File: src/rtl/sound_mixer.sv
// sound_mixer: multi-channel square-wave tone generator with a 1-bit mixer.
//
// Each channel plays a square wave whose half-period is `period` tone ticks.
// It plays for `duration` duration units, or forever when duration is 0.
// A shared free-running prescaler chain supplies two strobes:
//   tone_tick every PRESCALE clocks, and
//   dur_tick every DUR_PRESCALE tone ticks.
// The channel outputs are combined either by OR (MIX_MODE=0) or by a
// first-order sigma-delta accumulator (MIX_MODE=1).
//
// Parameters:
//   NUM_CHANNELS  number of channels (1..8)
//   PERIOD_WIDTH  width of the half-period value
//   DUR_WIDTH     width of the duration value
//   PRESCALE      clk cycles per tone tick
//   DUR_PRESCALE  tone ticks per duration unit
//   MIX_MODE      0 = OR mixer, 1 = sigma-delta mixer
//   SEL_WIDTH     width of ch_sel; may be widened beyond the channel count
//
// Ports:
//   clk       rising-edge clock
//   rst       synchronous active-high reset
//   en        global run enable; 0 freezes all state and mutes buzzer
//   ch_sel    channel targeted by latch
//   period    half-period in tone ticks (0 = silence)
//   duration  play length in duration units (0 = until relatched)
//   latch     one-cycle write strobe
//   busy      per-channel playing flag
//   buzzer    registered 1-bit audio output
module sound_mixer #(
  parameter int NUM_CHANNELS = 4,
  parameter int PERIOD_WIDTH = 16,
  parameter int DUR_WIDTH    = 16,
  parameter int PRESCALE     = 50,
  parameter int DUR_PRESCALE = 1000,
  parameter int MIX_MODE     = 1,
  parameter int SEL_WIDTH    = (NUM_CHANNELS > 1) ? $clog2(NUM_CHANNELS) : 1
) (
  input  logic                    clk,
  input  logic                    rst,
  input  logic                    en,
  input  logic [SEL_WIDTH-1:0]    ch_sel,
  input  logic [PERIOD_WIDTH-1:0] period,
  input  logic [DUR_WIDTH-1:0]    duration,
  input  logic                    latch,
  output logic [NUM_CHANNELS-1:0] busy,
  output logic                    buzzer
);

  localparam int TICK_W = (PRESCALE > 1) ? $clog2(PRESCALE) : 1;
  localparam int DCNT_W = (DUR_PRESCALE > 1) ? $clog2(DUR_PRESCALE) : 1;
  localparam int CNT_W  = $clog2(NUM_CHANNELS + 1);
  localparam int ACC_W  = $clog2(NUM_CHANNELS) + 1;

  typedef enum logic {S_IDLE, S_PLAY} ch_state_t;

  logic [TICK_W-1:0]       tick_cnt;
  logic [DCNT_W-1:0]       dur_cnt;
  logic                    tone_tick;
  logic                    dur_tick;
  logic                    latch_ok;
  logic [NUM_CHANNELS-1:0] sq_on;
  logic [CNT_W-1:0]        s;
  logic [ACC_W-1:0]        acc;
  logic [ACC_W-1:0]        t;

  assign tone_tick = en && (tick_cnt == TICK_W'(PRESCALE - 1));
  assign dur_tick  = tone_tick && (dur_cnt == DCNT_W'(DUR_PRESCALE - 1));
  // Out-of-range channel selects are dropped here, so no channel sees them.
  assign latch_ok  = en && latch &&
                     ({1'b0, ch_sel} < (SEL_WIDTH + 1)'(NUM_CHANNELS));

  // Free-running prescaler chain; latch never resets it.
  always_ff @(posedge clk) begin
    if (rst) begin
      tick_cnt <= '0;
      dur_cnt  <= '0;
    end else if (tone_tick) begin
      tick_cnt <= '0;
      dur_cnt  <= (dur_cnt == DCNT_W'(DUR_PRESCALE - 1)) ? '0 : dur_cnt + 1'b1;
    end else if (en) begin
      tick_cnt <= tick_cnt + 1'b1;
    end
  end

  for (genvar gi = 0; gi < NUM_CHANNELS; gi++) begin : g_ch
    ch_state_t               state_q;
    ch_state_t               state_d;
    logic [PERIOD_WIDTH-1:0] period_q;
    logic [PERIOD_WIDTH-1:0] phase;
    logic [DUR_WIDTH-1:0]    dur_rem;
    logic                    sq;
    logic                    hit;
    logic                    expire;
    logic                    busy_c;

    assign hit    = latch_ok && (ch_sel == SEL_WIDTH'(gi));
    assign expire = dur_tick && (dur_rem == DUR_WIDTH'(1));

    always_ff @(posedge clk) begin
      if (rst) state_q <= S_IDLE;
      else     state_q <= state_d;
    end

    // A latch overrides a coincident expiry.
    always_comb begin
      state_d = state_q;
      if (hit)
        state_d = (period != '0) ? S_PLAY : S_IDLE;
      else if (state_q == S_PLAY && expire)
        state_d = S_IDLE;
    end

    always_comb begin
      busy_c = (state_q == S_PLAY);
    end

    // Latch beats expiry, and expiry beats toggle.
    // So a relatch never emits a stray edge.
    always_ff @(posedge clk) begin
      if (rst) begin
        period_q <= '0;
        dur_rem  <= '0;
        phase    <= '0;
        sq       <= 1'b0;
      end else if (hit) begin
        period_q <= period;
        dur_rem  <= duration;
        phase    <= '0;
        sq       <= 1'b0;
      end else if (state_q == S_PLAY) begin
        if (expire) begin
          dur_rem <= dur_rem - 1'b1;
          phase   <= '0;
          sq      <= 1'b0;
        end else begin
          if (dur_tick && dur_rem != '0)
            dur_rem <= dur_rem - 1'b1;
          if (tone_tick) begin
            if (phase == period_q - 1'b1) begin
              phase <= '0;
              sq    <= ~sq;
            end else begin
              phase <= phase + 1'b1;
            end
          end
        end
      end
    end

    assign busy[gi]  = busy_c;
    assign sq_on[gi] = busy_c && sq;
  end

  always_comb begin
    s = '0;
    for (int unsigned i = 0; i < NUM_CHANNELS; i++)
      s = s + CNT_W'(sq_on[i]);
  end

  assign t = acc + ACC_W'(s);

  always_ff @(posedge clk) begin
    if (rst) begin
      acc    <= '0;
      buzzer <= 1'b0;
    end else if (!en) begin
      buzzer <= 1'b0;
    end else if (MIX_MODE == 0) begin
      buzzer <= (s != '0);
    end else if (t >= ACC_W'(NUM_CHANNELS)) begin
      acc    <= t - ACC_W'(NUM_CHANNELS);
      buzzer <= 1'b1;
    end else begin
      acc    <= t;
      buzzer <= 1'b0;
    end
  end

endmodule

File: config.mk
export PLATFORM = sky130hd
export DESIGN_NAME = sound_mixer
export DESIGN_NICKNAME = d
export VERILOG_FILES = /design/src/rtl/sound_mixer.sv
export SDC_FILE = /design/constraint.sdc
export NUM_CORES = 1
export LEC_CHECK = 0
export ABC_AREA = 1
export BUFFER_PORTS_ARGS = -buffer_cell sky130_fd_sc_hd__clkbuf_2
export CAP_MARGIN = 20
export CORE_UTILIZATION = 35
export CTS_BUF_LIST = sky130_fd_sc_hd__clkbuf_4 sky130_fd_sc_hd__clkbuf_8
export CTS_CLUSTER_SIZE = 10
export DETAILED_ROUTE_END_ITERATION = 10
export GPL_TIMING_DRIVEN = 0
export HOLD_SLACK_MARGIN = 0.06
export PLACE_DENSITY_LB_ADDON = 0.08
export SLEW_MARGIN = 20
export SYNTH_ARGS = -nofsm -noshare
export SYNTH_HDL_FRONTEND = slang
export SYNTH_SLANG_ARGS = --single-unit
File: constraint.sdc
create_clock -name clk -period 3.5 [get_ports clk]
set_input_delay 0.7 -clock clk [delete_from_list [all_inputs] [get_ports clk]]
set_output_delay 0.7 -clock clk [all_outputs]
set_load 0.05 [all_outputs]
**Yosys cells after proc, flatten, opt, wreduce, memory -nomap -nowiden**

Index checks and enable logic that the tools add are counted.

- Bitwise operators: 5
- Order comparisons: 1
- Multiplexer cells: 52
- Reductions and logical operators: 67
- Equality and inequality tests: 13
- Add/sub/neg operators: 19

Operator list:

| cell | count |
|---|---|
| two-way mux 16 bit | 28 |
| subtractor 16 x 1 -> 16 bit (second input constant) | 8 |
| nonzero test 16 bit | 5 |
| adder 16 x 1 -> 16 bit (second input constant) | 4 |
| equality test 16 x 1 -> 1 bit (second input constant) | 4 |
| equality test 16 bit | 4 |
| nonzero test 2 bit | 16 |
| logical AND 1 bit | 23 |
| two-way mux 1 bit | 22 |
| AND reduction 2 bit | 8 |
| AND reduction 3 bit | 4 |
| nonzero test 3 bit | 4 |
| OR reduction 2 bit | 6 |
| adder 10 x 1 -> 10 bit (second input constant) | 1 |
| equality test 10 bit (second input constant) | 1 |
| two-way mux 10 bit | 1 |
| adder 6 x 1 -> 6 bit (second input constant) | 1 |
| equality test 6 bit (second input constant) | 1 |
| inverter 1 bit | 5 |
| equality test 2 bit (second input constant) | 2 |
| adder 2 x 1 -> 3 bit | 1 |
| adder 3 x 1 -> 3 bit | 1 |
| adder 3 bit | 1 |
| >= comparator 3 bit (second input constant) | 1 |
| 5 further kinds | 5 |

- Input port bits: 38
- Output and inout port bits: 5
- Bits in registers: 220

**Longest topological paths before layout**

Gate-level depths: netlist (run 1).

- Depth in word-level cells: 8
- Depth in mapped cells: 18
- Mapped depth without buffers: 18

**Worst setup path after synthesis (run 1)**

No wires, ideal clock.

- Path type: register to register
- Start point: reg g_ch[0].state_q
- End point: reg buzzer
- Data required time: 3380 ps
- Arrival time: 2112 ps
- Period minus slack after synthesis: 2233 ps
- Stages on the path, launching flop included: 8
- Path buffers: 0
- Library setup time: 120 ps
- Path slack: 1267 ps
- Path through: dfxtp_1 > nand2_1 > fa_1 > inv_1 > fa_1 > fa_1 > o211ai_1 > a21oi_1

- Word-level cells in the longest chain between the ends: 7

RTL lines:

| what | RTL line | RTL |
|---|---|---|
| start, declared | 87 | `ch_state_t state_q;` |
| start signal, assigned | 102 | `else state_q <= state_d;` |
| logical AND 1 bit | 152 | `assign sq_on[gi] = busy_c && sq;` |
| adder 1 x 1 -> 2 bit | 158 | `s = s + CNT_W'(sq_on[i]);` |
| adder 2 x 1 -> 3 bit | 158 |  |
| adder 3 x 1 -> 3 bit | 158 |  |
| adder 3 bit | 161 | `assign t = acc + ACC_W'(s);` |
| >= comparator 3 bit | 171 | `end else if (t >= ACC_W'(NUM_CHANNELS)) begin` |
| two-way mux 1 bit | 171 |  |
| end signal, assigned | 170 | `buzzer <= (s != '0);` |
| end, declared | 47 | `output logic buzzer` |

Every way passes these cells.
A chain may end at the register's enable or synchronous reset.

**Worst setup path after layout (run 1)**

Ends and elaborated chain as after synthesis.

==> summary.txt, run 1 <==
Worst setup path
  • Crit path launch: g_ch[0].busy_c
  • CP Capture Point: buzzer
  • Crit-path slowest cell: dfxtp_1
  • Crit-path cells: nand2_1 -> fa_1 -> inv_1 -> fa_1 -> fa_1 -> o211ai_1 -> a21oi_1
  • Most common cell on crit path: fa_1
  • CP Data Arrival Time: 2.99 ns
  • Crit Path Category: reg2reg
  • Critical R2R Capture: buzzer
  • Stages on worst setup path: 7
  • Critical Path RT: 3.98 ns
  • Startpoint types: register
  • Delay-heaviest family, CP: adder cells
  • Largest stage delay, worst path: 0.56 ns
  • CP Capture Type: register
  • Crit-path max FO: 7
  • R2R depth: 7
  • Buf/Inv on CP: 1
  • R2r startpoint: g_ch[0].busy_c
  • R2r setup slk: 0.99 ns

Clock network
  • CTS tree: yes
  • Latest clock arrival within the worst-skew pair: 0.61 ns
  • Clock transition at the registers of the reported paths: 0.06 ns
  • Max Root-Sink Buffers: 3
  • Postcts setup bufs: 0
  • Clk sinks: 220
  • H-tree Lvls: 2
  • Cts repair resizes: 0
  • Clock Root Buffer: clkbuf_8
  • Hold_buf cts: 0
  • Inserted Clock Buffers: 46

Die
  • Site row count: 71
  • Core footprint: 37800 um^2
  • Die footprint: 39500 um^2
  • Die Y: 199 um
  • Initial Util: 35.8%
  • IO Pins: 43
  • Die width: 199 um

Power
  • Worst vdd ir: 0.000251 V
  • PD cells: 421 nW/um^2
  • Pleak: 6.81 nW

Synth
  • Net Count, Synth: 2147
  • Syn Inst Count: 2087
  • Register area share after synthesis: 32.5%
  • Cell taking the most area after synthesis: dfxtp_1
  • Post-synthesis register bit count: 220
  • Synth area leaders: dfxtp_1, nand2_1, nor2_1
  • Synth Cell Area: 13600 um^2
  • Syn_area_per_cell: 6.49 um^2
  • YS warnings: 0
  • Synth cell types: 51
  • Yosys top cell area share: 32.5%

GRT
  • First-pass GRT wire length: 67900 um
  • Grt peak-use layer: met2
  • Largest net degree at the start of global routing: 12
  • Met2 usage: 36.6%
  • Grt met1 use: 28.9%
  • Vias in the first global route: 12.8k
  • Overflow after GRT: 0
  • GRT Overall Usage: 22.0%
  • M3 GR Usage: 3.31%
  • Initial antenna violation count: 0

Routing
  • DRC viols: 0
  • Post-Route WL: 42500 um
  • Wire per inst: 15.6 um
  • Initial DRC count: 658
  • Via Count: 13.4k
  • 1st-pass router iterations: 5
  • Antenna-violating nets left: 0
  • Mean number of vias per cell: 4.92

Cells and area
  • Final Net Count: 2238
  • Share of post-route cells with drive strength above 1: 8.82%
  • Commonest non-fill, non-tap cells in the layout: nand2_1, nor2_1, inv_1
  • Area occupied by multi-input gates: 7950 um^2
  • Commonest non-fill, non-tap cell in the layout: nand2_1
  • Filler cell count: 4198
  • Inserted Diodes: 0
  • Register area: 4400 um^2
  • Area growth syn-to-layout: 13.6%

STA
  • Final setup TNS: 0 ns
  • Final worst slack: 0.993 ns
  • Fmax: 0.399 GHz
  • Worst slew pin tran: 0.826 ns
  • Final worst path period share: 71.6%
  • Final setup violation count: 0
  • Final hold vios: 0
  • Post-Route Skew: 0.0168 ns
  • Max-Slew Margin vs Limit: 44.9%
  • Max-slew violations: 0
  • Minimum clock period: 2.51 ns
  • Unrepaired setup endpoints after global routing: no

Place
  • Detailed placement HPWL: 32200 um
  • Setup slack at placement: 0.202 ns
  • Placer Congestion: 0.889
  • IO buf count: 42

Outcome
  • Status: finished, final reports clean

Job
  • Max_cap viols: 0

Worst hold path
  • HP Class: in2reg
## registers in the layout, summed over array words and instances (netlist names)
register,count
g_ch.busy_c,4
dur_cnt,10
g_ch.phase,64
g_ch.sq,4
buzzer,1
g_ch.dur_rem,64
g_ch.period_q,64
tick_cnt,6
acc,3
## metal layers
layer | vias up | part of all wire (%)
met3 | 70 | 4.8
li1 | 6935 | -
met4 | 0 | 2.5
met1 | 6125 | 47
met5 | - | 0
met2 | 274 | 46
## per-stage QoR
step	area (um^2)	total power, W	utilization (%)	std cells	hold WS [ns]
3_3_place_gp	14400	0.00358	38.1	2640	0.445
6_report	15400	0.00649	40.7	2722	0.453
4_1_cts	15400	0.00659	40.7	2721	0.409
3_5_place_dp	14400	0.00359	38.1	2640	0.445
5_1_grt	15400	0.00683	40.7	2722	0.434
2_1_floorplan	13600	0.00333	-	2087	0.429
## how the worst min path moves through the flow
stage / slack (ns) / from / cells after the start / endpoint
after global routing: 0.43 / period[12] / 3 / g_ch[2].period_q[12]
after global placement: 0.44 / acc[2] / 2 / acc[2]
after floorplan: 0.43 / acc[2] / 1 / buzzer
after detailed placement: 0.44 / acc[2] / 2 / acc[2]
final: 0.45 / period[12] / 3 / g_ch[0].period_q[12]
after CTS: 0.41 / period[12] / 3 / g_ch[1].period_q[12]
## worst register-to-register path: stages, from the launching register on
cell and delay [ns]:
dfxtp_1 0.56, nand2_1 0.16, fa_1 0.55, inv_1 0.05
fa_1 0.40, fa_1 0.41, o211ai_1 0.18, a21oi_1 0.08
## area by class of cell
cell class                 instances  area share (%)
timing repair buffer              43            1.41
tap                              511            4.15
sequential                       220            28.6
multi-input combinational       1568            51.6
clock inverter                     1          0.0325
clock buffer                      80            6.38
buffer                            68            2.12
inverter                         231            5.66
## cells by family after synthesis
group	Yosys count	synth area share, %
XOR/XNOR	135	8.72
adder cells (fa/ha/maj)	22	2.20
AND/OR/NAND/NOR	1074	34.7
flip-flops	220	32.5
buffers and inverters	299	8.84
multiplexers	1	0.0739
AO/OA/AOI/OAI	336	12.9
## Yosys cell counts, drive strengths merged
master / n
o22ai: 2
or2: 9
nand3: 154
buf: 25
nand2: 470
o31ai: 1
nor2: 320
a211oi: 1
ha: 19
o21ai: 165
nor4: 16
xor2: 83
a22oi: 2
nor3: 53
o2111ai: 1
dfxtp: 220
nor3b: 1
a31oi: 11
fa: 3
nand4: 31
a21o: 1
o21bai: 5
clkbuf: 43
mux2i: 1
xnor2: 52
o21a: 1
and3: 2
a21oi: 137
nand3b: 14
o211ai: 5
a21boi: 4
and2: 4
inv: 231
## where the power goes
part	total (W)	switching [W]	leakage, nW	internal [W]
Combinational	0.000925	0.000608	4.50	0.000316
Sequential	0.00262	0.0000597	1.78	0.00256
Clock	0.00295	0.00121	0.530	0.00174
(Power assumes the default switching activity.)
==> run 2: changes to the inputs <==
- clock period: 3.5 -> 2.3 ns (I/O delays scaled with it)
==> run 2 against run 1 <==
  * Setup slack lost 0.92 ns
  * Final area rose by 2.9%
  * Hold slack got worse by 0.24 ns
  * Largest cell class unchanged
==> summary.txt, run 2 (synthesized netlist as in run 1, its figures left out) <==
Routing
  • Mean number of vias per cell: 4.93
  • 1st-pass router iterations: 5
  • Initial DRC count: 639
  • Antenna-violating nets left: 0
  • Wire per inst: 15.8 um
  • DRC viols: 0
  • Via Count: 13.5k
  • Post-Route WL: 43200 um

STA
  • Fmax: 0.448 GHz
  • Unrepaired setup endpoints after global routing: yes
  • Final setup TNS: 0 ns
  • Worst slew pin tran: 0.803 ns
  • Final worst path period share: 97.0%
  • Minimum clock period: 2.23 ns
  • Final hold vios: 0
  • Post-Route Skew: 0.0185 ns
  • Final setup violation count: 0
  • Max-Slew Margin vs Limit: 46.5%
  • Max-slew violations: 0

Place
  • Placer Congestion: 0.889
  • IO buf count: 42
  • Post-DP Area: 14400 um^2
  • Detailed placement HPWL: 32200 um

Cells and area
  • Biggest regs: g_ch.dur_rem x64, g_ch.period_q x64, g_ch.phase x64
  • Inserted Diodes: 0
  • Final instance area: 15800 um^2
  • Commonest non-fill, non-tap cells in the layout: nand2_1, nor2_1, inv_1
  • Commonest non-fill, non-tap cell in the layout: nand2_1
  • Filler cell count: 4175
  • Final Net Count: 2256
  • Share of post-route cells with drive strength above 1: 12.0%
  • Area growth syn-to-layout: 16.9%

Power
  • Total Power: 0.00996 W
  • Pleak: 6.97 nW
  • Reg power frac: 40.0%
  • Pint: 0.00706 W
  • PD cells: 628 nW/um^2
  • Logic pwr share: 15.0%
  • Worst vdd ir: 0.000381 V
  • Clock network power share: 45.1%
  • Sw power: 0.00290 W
  • Switching share of total power: 29.1%

Worst setup path
  • Critical Path RT: 2.79 ns
  • Largest stage delay, worst path: 0.31 ns
  • Crit-path max FO: 10
  • Startpoint types: register
  • R2r startpoint: dur_cnt[4]
  • Crit-path cells: clkbuf_1 -> nor4_2 -> nand3_2 -> buf_4 -> nor2_4 -> nand4_1 -> nand2_2 -> nand2_1 -> nand2_4 -> buf_6 -> nor2_1
  • Crit path launch: dur_cnt[4]
  • CP Capture Type: register
  • Crit-path slowest cell: nor4_2
  • CP Data Arrival Time: 2.72 ns
  • Crit Path Category: reg2reg

GRT
  • Overflow after GRT: 0
  • Initial antenna violation count: 0
  • Vias in the first global route: 12.8k
  • Largest net degree at the start of global routing: 12
  • First-pass GRT wire length: 68000 um
  • GRT Overall Usage: 22.1%

Worst hold path
  • Hold path start: duration[13]
  • HP Class: in2reg

Die
  • Site row count: 71
  • Initial Util: 35.8%
  • IO Pins: 43
  • Die footprint: 39500 um^2
  • Die Y: 199 um
  • Die width: 199 um
  • Core footprint: 37800 um^2

Clock network
  • Max Root-Sink Buffers: 3
  • Hold_buf cts: 0
  • Clk sinks: 220
  • Clock transition at the registers of the reported paths: 0.06 ns
  • Inserted Clock Buffers: 46
  • Latest clock arrival within the worst-skew pair: 0.61 ns
  • Clock Root Buffer: clkbuf_8
  • CTS tree: yes
  • H-tree Lvls: 2

Job
  • Max_cap viols: 0

Outcome
  • Status: finished, final reports clean
-- run 2: cell types whose count changed in the layout (fill, tap and decap cells not counted), sizes merged --
cell,before,now
buf,26,40
nor2,320,321
clkbuf,165,168
clkinvlp,0,1
inv,231,230
-- run 2: per-stage QoR --
step / util (%) / worst slack, ns / std cells / hold WS, ns
after floorplan: - / 0.0672 / 2087 / 0.429
after global placement: 38.1 / -0.766 / 2640 / 0.445
after detailed placement: 38.1 / -0.758 / 2640 / 0.445
after CTS: 40.9 / 0.0204 / 2721 / 0.169
after global routing: 41.9 / -0.0690 / 2740 / 0.194
final: 41.9 / 0.0691 / 2740 / 0.213
-- run 2: worst max-delay path: cells and delay by family (launching register included) --
family | cells | cell delay (ns)
buffers and inverters | 3 | 0.53
DFF | 1 | 0.29
and+or+nand+nor | 8 | 1.29
-- run 2: routing by layer --
layer | share of wire [%] | vias to the layer above | track usage (%) | routed length, um
met2 | 46 | 261 | 36.7 | 19800
met5 | 0 | - | 0 | 0
met4 | 3.0 | 0 | 7.66 | 1290
li1 | - | 6969 | - | -
met3 | 4.9 | 80 | 3.31 | 2110
met1 | 46 | 6199 | 28.9 | 19900
-- run 2: what timing repair did --
item                                    4_1_cts  5_1_grt
gates cloned                                  0        2
buffers inserted                              0       17
pin swaps                                     0       11
resized for setup                            26       63
endpoints found under the setup margin       61       98
-- run 2: area by class of cell --
| class | instances | area [um^2] | area share (%) |
|---|---|---|---|
| plain buffers | 68 | 357 | 2.25 |
| clock buffers | 80 | 982 | 6.20 |
| clock inverters | 1 | 5.00 | 0.0316 |
| inverters | 231 | 878 | 5.54 |
| multi-input cells | 1569 | 8200 | 51.7 |
| flip-flops and latches | 220 | 4420 | 27.9 |
| well taps | 511 | 639 | 4.03 |
| repair buffers | 60 | 375 | 2.37 |
-- run 2: power groups by stage --
stage	combinational, W	sequential, W	clock [W]
floorplan	0.00104	0.00403	0
global placement	0.00138	0.00406	0
detailed placement	0.00140	0.00406	0
CTS	0.00143	0.00398	0.00464
global route	0.00170	0.00399	0.00478
finish	0.00149	0.00398	0.00449
-- run 2: worst paths after layout --
| path | end | slack, ns | depth (start not counted) |
|---|---|---|---|
| worst max register to register | g_ch[3].phase[7] | 0.07 | 11 |
| worst max-delay path | g_ch[3].phase[7] | 0.07 | 11 |
| worst min register to register | acc[2] | 0.46 | 2 |
| worst min-delay path | g_ch[3].dur_rem[13] | 0.21 | 3 |
